**src/rtl/gray_conv_scheduler.sv**
```systemverilog
// Shared binary<->Gray converter with a two-requester round-robin front end.
// Define GRAY_CONV_STATS_EN to add the conv_count completion counter port.
module gray_conv_scheduler #(
    parameter int WIDTH = 4
) (
    input  logic             clk,
    input  logic             rst,
    input  logic             req0,
    input  logic             req1,
    input  logic             dir0,
    input  logic             dir1,
    input  logic [WIDTH-1:0] data0,
    input  logic [WIDTH-1:0] data1,
    output logic             gnt0,
    output logic             gnt1,
    output logic             busy,
    output logic             done,
    output logic             done_id,
    output logic [WIDTH-1:0] result
`ifdef GRAY_CONV_STATS_EN
    ,
    output logic [7:0]       conv_count
`endif
);

    localparam int CW = $clog2(WIDTH);

    localparam logic [1:0] S_IDLE = 2'd0;
    localparam logic [1:0] S_CONV = 2'd1;
    localparam logic [1:0] S_DONE = 2'd2;

    logic [1:0]       state;
    logic             last_id;
    logic             cur_id;
    logic             cur_dir;
    logic [WIDTH-1:0] operand;
    logic [WIDTH-1:0] work;
    logic [CW-1:0]    bit_idx;
    logic             prev_bit;

    logic             any_req;
    logic             pick1;
    logic             g2b_bit;
    logic             conv_last;
    logic [WIDTH-1:0] work_next;
    logic [WIDTH-1:0] conv_value;

    // NOTE: every signal assigned here gets a default first, so no path leaves it unassigned and no latch is inferred.
    always_comb begin
        any_req    = req0 | req1;
        // last_id == 1 means requester 1 was served last, so requester 0 wins a tie.
        pick1      = req1 & (~req0 | ~last_id);
        g2b_bit    = prev_bit ^ operand[bit_idx];
        work_next  = work;
        work_next[bit_idx] = g2b_bit;
        conv_value = cur_dir ? work_next : (operand ^ (operand >> 1));
        conv_last  = ~cur_dir | (bit_idx == '0);
    end

    assign busy = (state != S_IDLE);

    // NOTE: sequential state uses non-blocking assignments so every register samples pre-edge values.
    always_ff @(posedge clk) begin
        if (rst) begin
            state   <= S_IDLE;
            last_id <= 1'b1;
            gnt0    <= 1'b0;
            gnt1    <= 1'b0;
            done    <= 1'b0;
            done_id <= 1'b0;
            result  <= '0;
`ifdef GRAY_CONV_STATS_EN
            conv_count <= 8'd0;
`endif
        end else begin
            gnt0 <= 1'b0;
            gnt1 <= 1'b0;
            done <= 1'b0;
            case (state)
                S_IDLE: begin
                    if (any_req) begin
                        gnt0  <= ~pick1;
                        gnt1  <= pick1;
                        state <= S_CONV;
                    end
                end
                S_CONV: begin
                    if (conv_last) begin
                        result  <= conv_value;
                        done    <= 1'b1;
                        done_id <= cur_id;
`ifdef GRAY_CONV_STATS_EN
                        conv_count <= conv_count + 8'd1;
`endif
                        state   <= S_DONE;
                    end
                end
                S_DONE: begin
                    last_id <= cur_id;
                    state   <= S_IDLE;
                end
                default: state <= S_IDLE;
            endcase
        end
    end

    // NOTE: operand and bit-serial working registers carry no reset; they are always loaded at capture before use.
    always_ff @(posedge clk) begin
        if (state == S_IDLE && any_req) begin
            cur_id   <= pick1;
            cur_dir  <= pick1 ? dir1 : dir0;
            operand  <= pick1 ? data1 : data0;
            work     <= '0;
            prev_bit <= 1'b0;
            bit_idx  <= CW'(WIDTH - 1);
        end else if (state == S_CONV && cur_dir) begin
            work     <= work_next;
            prev_bit <= g2b_bit;
            bit_idx  <= bit_idx - CW'(1);
        end
    end

endmodule

```
**config.mk**
```make
export PLATFORM = sky130hd
export DESIGN_NAME = gray_conv_scheduler
export DESIGN_NICKNAME = d
export VERILOG_FILES = /design/src/rtl/gray_conv_scheduler.sv
export SDC_FILE = /design/constraint.sdc
export NUM_CORES = 1
export LEC_CHECK = 0
export CAP_MARGIN = 10
export CORE_MARGIN = 5
export CORE_UTILIZATION = 48
export DETAILED_ROUTE_END_ITERATION = 6
export MAX_ROUTING_LAYER = met4
export PLACE_DENSITY_LB_ADDON = 0.08
export SLEW_MARGIN = 40
export SYNTH_ARGS = -nofsm -noshare
export SYNTH_HDL_FRONTEND = slang
export SYNTH_SLANG_ARGS = --single-unit
```
**constraint.sdc**
```tcl
create_clock -name clk -period 1.9 [get_ports clk]
set_input_delay 0.57 -clock clk [delete_from_list [all_inputs] [get_ports clk]]
set_output_delay 0.57 -clock clk [all_outputs]
set_load 0.02 [all_outputs]
```
==> results of run 1 <==
registers in the layout, indices dropped and copies added, names as in the netlist:
signal    flops
prev_bit      1
bit_idx       2
gnt0          1
result        4
done_id       1
work          3
cur_id        1
state         2
cur_dir       1
last_id       1
done          1
operand       4
gnt1          1
metal layers:
layer  share of wire, %  vias up  track usage, %
met5                  0        -               -
met4                2.7        0            8.94
met3                5.4        5            2.76
met2                 48       22            23.8
met1                 44      371            15.9
li1                   -      395               -
worst register-to-register path, cell delays in order (launching register included):
cell      delay [ps]
dfxtp_1          450
mux4_2           570
xnor2_2          210
a21o_1           210
a211oi_2         200
how the worst max path moves through the flow:
stage | from | to | slack [ps] | depth (start not counted)
floorplan | bit_idx[0] | result[1] | 320 | 4
global placement | req1 | operand[0] | -90 | 3
detailed placement | req1 | operand[3] | -110 | 3
CTS | result[0] | result[0] | 20 | 1
global route | result[3] | result[3] | 7 | 1
finish | done_id | done_id | 40 | 1
through the flow:
step	std cells	hold WS, ps
global placement	146	473
finish	150	521
CTS	150	523
global route	150	550
floorplan	97	454
detailed placement	146	495
logic make-up (layout without fill, tap and decap cells):
kind of cell | Yosys count | count (layout) | share of synthesized area, %
AO/OA/AOI/OAI | 24 | 24 | 17.4
XOR/XNOR | 4 | 4 | 4.04
adder cells (fa/ha/maj) | 4 | 4 | 4.76
buffers and inverters | 8 | 33 | 2.85
flip-flops | 23 | 23 | 49.5
multiplexers | 7 | 7 | 8.44
AND/OR/NAND/NOR | 27 | 27 | 13.1
cell usage after synthesis, drive strengths merged, types with 4 or more instances:
| library cell | count | area [um2] |
|---|---|---|
| dfxtp | 17 | 340 |
| nand2 | 7 | 26.3 |
| edfxtp | 6 | 180 |
| inv | 5 | 18.8 |
| mux2 | 5 | 56.3 |
| nor2 | 5 | 18.8 |
| nor2b | 5 | 31.3 |
| o21ai | 5 | 25.0 |
| a21oi | 4 | 20.0 |
| ha | 4 | 50.1 |
what timing repair did:
action / 4_1_cts / 5_1_grt
gates resized for setup: 1 / 1
pin swaps: 0 / 0
cloned: 0 / 0
setup endpoints to repair: 1 / 1
final cells by class:
class	instances	area, um2
multi-input cells	66	502
inverters	5	18.8
fillers	198	810
well taps	28	35.0
flip-flops and latches	23	520
clock buffers	4	26.3
repair buffers	24	236
power groups by stage:
stage / Sequential, uW / Clock, uW / Combinational (uW)
after global placement: 604 / 0 / 286
after global routing: 602 / 256 / 318
final: 595 / 235 / 288
after detailed placement: 606 / 0 / 292
after floorplan: 614 / 0 / 176
after CTS: 595 / 244 / 291
==> metrics.md, run 1 <==
| Metric | Value |
|---|---|
| Worst slew margin | 69.8% |
| RSZ-0062 raised after global routing | false |
| Crit-path cells | clkdlybuf4s50_1 |
| First-pass GRT wire length | 3430 um |
| Max Transition Viols Final | 0 |
| DP Area | 1310 um2 |
| Antenna-violating nets left | 0 |
| Vias per std cell | 5.29 |
| Hold_buf cts | 0 |
| Critical path peak fanout | 2 |
| Ys flop type | dfxtp_1 |
| Initial drt markers | 20 |
| Slew @ Worst Pin | 452 ps |
| Share of cells above drive strength 1 | 14.8% |
| Flops & latches, synth | 23 |
| Commonest cells after routing, fill and taps aside | clkdlybuf4s50_1 (20), dfxtp_1 (17), nand2_1 (7), edfxtp_1 (6) |
| Die H | 56.8 um |
| Clock share of power | 21.0% |
| Post-route setup slack | 40.1 ps |
| Worst Reg-to-Reg Cells | 4 |
| Die X | 56.8 um |
| Synth warn | 0 |
| Die area | 3230 um2 |
| CTS sink count | 23 |
| Hold Violations, Final | 0 |
| Design Power | 1120 uW |
| DRC | 0 |
| Fin crit share | 97.9% |
| Nature of the critical path endpoint | output pin |
| Final Critical Period | 1860 ps |
| GRT Util Overall | 14.4% |
| Worst Skew | 5.27 ps |
| Peak supply drop | 490 uV |
| Worst Path Required | 1330 ps |
| Initial core utilization | 49.0% |
| Final wirelength | 2040 um |
| Max Cap Viol | 0 |
| Number of synthesized flops with an enable pin | 6 |
| Diodes inserted | 0 |
| Initial antenna violation count | 0 |
| P_sw | 337 uW |
| Crit path max-delay family | buffers and inverters |
| Netlist cell types | 31 |
| Finish-stage setup viols | 0 |
| Fmax | 0.538 GHz |
| Clock buffer count from CTS | 3 |
| Core area | 2150 um2 |
| Asr flop ratio synth | 0% |
| Fin util | 62.3% |
| Max Root-Sink Buffers | 2 |
| P_int | 781 uW |
| Syn Nets | 115 |
| Post-synthesis sequential area ratio | 49.5% |
| Gpl congestion | 0.831 |
| RR Startpoint | bit_idx[0] |
| # IOs | 23 |
| Largest net degree at the start of global routing | 13 |
| Post-synthesis area per instance | 10.8 um2 |
| Worst EP arrival | 1290 ps |
| Worst setup SP type | flop |
| Port bufs | 22 |
| First-pass DRT Iterations | 4 |
| Min-delay src | cur_id |
| Final nets | 141 |
| Post-CTS Setup Inserts | 0 |
| Reg power frac | 53.2% |
| Clock input transition at the sequential cells of the worst setup and hold paths | 120 ps |
| Crit path kind | reg2out |
| Cells after Synth | 97 |
| CP peak stage delay | 610 ps |
| DR vias | 793 |
| Clock latency on the worst-skew pair | 320 ps |
| Hold Path Class | reg2reg |
| CTS tree | yes |
| WL/cell | 13.6 um |
| Combinational share of power | 25.7% |
| # H-tree levels | 1 |
| Worst slack at placement | -109 ps |
| Post-Route Setup TNS | 0 ps |
| Reg2Reg Capture Point | result[2] |
| Reg2reg setup slack | 180 ps |
| Switching Fraction | 30.2% |
| Hold path depth | 1 |
| Status | finished clean |
| Row cnt | 17 |
| Buffer and inverter count on the worst path | 1 |
| Vias in the first global route | 778 |
| Mapped cell area | 1050 um2 |
| Total grt overflow | 0 |
| Design area | 1340 um2 |
| Dpl hpwl | 1590 um |
| Clock root buffer | clkbuf_4 |
| Leak | 0.000543 uW |
| P per Cell Area | 835 nW/um2 |
| Syn-to-layout area delta | 27.2% |
| Commonest non-fill, non-tap cell in the layout | clkdlybuf4s50_1 |
| Hold EP | last_id |
| Slowest library cell on the worst path | clkdlybuf4s50_1 |
(Power assumes the default switching activity.)
==> inputs of run 2 (changes only) <==
Clock period 1.9 ns to 2.1 ns, I/O delays scaled along.
==> run 2 against run 1 <==
  * Power decreased by 9.6%
  * Critical endpoint unchanged
  * Non-clock buffer count decreased by 1
  * Routed wire length decreased by 1.5%
  * Clock-buffer cell count decreased by 1
  * Global-route usage decreased by 0.15 points
==> metrics.md, run 2 (synthesis results as in run 1) <==
| Metric | Value |
|---|---|
| Min-delay src | cur_id |
| Max Transition Viols Final | 0 (unchanged) |
| Setup crit end | done_id |
| Clock input transition at the sequential cells of the worst setup and hold paths | 130 ps (about the same) |
| Final Instance Count excl. Fillers | 149 (-0.67%) |
| Status | finished clean |
| Peak supply drop | 537 uV (+9.6%) |
| Port bufs | 22 (unchanged) |
| Commonest non-fill, non-tap cell in the layout | clkdlybuf4s50_1 |
| Diodes inserted | 0 (unchanged) |
| Hold Path Class | reg2reg |
| Hold Violations, Final | 0 (unchanged) |
| Row cnt | 17 (unchanged) |
| Die area | 3230 um2 (unchanged) |
| Final Critical Period | 1920 ps |
| DR vias | 776 (-2.1%) |
| Vias per std cell | 5.21 (-1.5%) |
| Largest regs | operand: 4 flops, result: 4 flops, work: 3 flops |
| Leak | 0.000533 uW (-1.7%) |
| Core area | 2150 um2 (unchanged) |
| DP Area | 1300 um2 (-0.57%) |
| Largest net degree at the start of global routing | 14 (+1) |
| P per Cell Area | 758 nW/um2 (-9.2%) |
| Die H | 56.8 um (unchanged) |
| DRC | 0 (unchanged) |
| Clock buffer count from CTS | 3 (unchanged) |
| Die X | 56.8 um (unchanged) |
| CTS tree | yes |
| Gpl congestion | 0.847 (+2.0%) |
| RR Startpoint | bit_idx[0] |
| Vias in the first global route | 746 (-4.1%) |
| Initial antenna violation count | 0 (unchanged) |
| Slew @ Worst Pin | 470 ps (+17.5 ps) |
| Critical path peak fanout | 2 (unchanged) |
| CP peak stage delay | 610 ps (about the same) |
| Sequential standard cell area | 520 um2 (unchanged) |
| Worst Path Required | 1470 ps (+140 ps) |
| Worst Skew | 2.42 ps (-2.85 ps) |
| Clock root buffer | clkbuf_4 |
| Reg2reg setup slack | 390 ps (+210 ps) |
| Crit. path cell count | 1 (unchanged) |
| Syn-to-layout area delta | 26.8% |
| Crit path kind | reg2out |
| # IOs | 23 (unchanged) |
| Setup crit start | done_id |
| Nature of the critical path endpoint | output pin |
| Post-route setup slack | 176 ps (+136 ps) |
| Max Root-Sink Buffers | 2 (unchanged) |
| Final wirelength | 2010 um (-1.5%) |
| Initial drt markers | 7 (-65%) |
| Antenna-violating nets left | 0 (unchanged) |
| Dpl hpwl | 1510 um (-4.5%) |
| Worst slew margin | 68.6% (-1.2 points) |
| Buffer and inverter count on the worst path | 1 (unchanged) |
| CTS sink count | 23 (unchanged) |
| GRT Util Overall | 14.3% (-0.15 points) |
| # H-tree levels | 1 (unchanged) |
| Fill cell count | 184 (-7.1%) |
| Hold_buf cts | 0 (unchanged) |
| Fin crit share | 91.6% |
| Crit-path cells | clkdlybuf4s50_1 |
| Share of cells above drive strength 1 | 14.9% (+0.12 points) |
| First-pass GRT wire length | 3410 um (-0.61%) |
| Worst Reg-to-Reg Cells | 4 (unchanged) |
| Multi-input logic area | 502 um2 (unchanged) |
| Reg2Reg Capture Point | result[0] |
| Placed insts | 145 (-0.68%) |
| Worst setup SP type | flop |
| Commonest cells after routing, fill and taps aside | clkdlybuf4s50_1 (21), dfxtp_1 (17), nand2_1 (7), edfxtp_1 (6) |
| First-pass DRT Iterations | 4 (unchanged) |
| Slowest library cell on the worst path | clkdlybuf4s50_1 |
| RSZ-0062 raised after global routing | false |
| Finish-stage setup viols | 0 (unchanged) |
| Worst EP arrival | 1290 ps (about the same) |
| Design area | 1330 um2 (-0.37%) |
| Max Cap Viol | 0 (unchanged) |
| Clock latency on the worst-skew pair | 320 ps (about the same) |
| Fmax | 0.520 GHz |
| Initial core utilization | 49.0% (unchanged) |
| WL/cell | 13.5 um (-0.86%) |
| Total grt overflow | 0 (unchanged) |
| Crit path max-delay family | buffers and inverters |
| Final nets | 140 (-0.71%) |
| Worst slack at placement | -11.4 ps (+97.9 ps) |
run 2: cell types whose count changed in the layout (fill, tap and decap cells not counted):
cell and change:
dlygate4sd2_1 -1, clkdlybuf4s50_1 +1, clkbuf_1 -1, buf_4 -1
clkinv_2 +1
run 2: worst min-delay path by stage:
stage,endpoint,slack (ps),cells after the start
floorplan,last_id,450,1
global placement,done_id,470,2
detailed placement,last_id,480,1
CTS,last_id,510,1
global route,last_id,540,1
finish,last_id,510,1
run 2: cell type report:
type / count / area share [%]
Multi-Input combinational cell: 66 / 37.6
Clock buffer: 3 / 1.69
Clock inverter: 1 / 0.375
Sequential cell: 23 / 39.0
Timing Repair Buffer: 23 / 17.3
Tap cell: 28 / 2.63
Inverter: 5 / 1.41
run 2: timing repair:
action | in CTS | in global routing
endpoints found under the setup margin | 0 | 1
gates resized for setup | 0 | 1
buffers inserted | 0 | 0
run 2: power breakdown:
part	internal (uW)	total, uW	switching [uW]	leakage [uW]
clock network	71.5	215	143	0.0000177
registers	503	538	35.5	0.000198
logic	129	258	129	0.000317
run 2: routing by layer:
layer  routed length [um]  share of wire (%)  track usage [%]  vias up
met4                   54                2.7             7.95        0
met3                  114                5.7             2.76        5
met5                    0                  0                -        -
met2                  931                 46             22.6       23
met1                  910                 45             16.9      354
li1                     -                  -                -      394
run 2: through the flow:
stage | total power, uW | hold WS (ps) | TNS (ps) | util (%)
floorplan | 714 | 454 | 0 | -
global placement | 804 | 473 | 0 | 60.7
detailed placement | 810 | 478 | -15.8 | 60.7
CTS | 1020 | 510 | 0 | 62.0
global route | 1070 | 537 | 0 | 62.1
finish | 1010 | 507 | 0 | 62.1
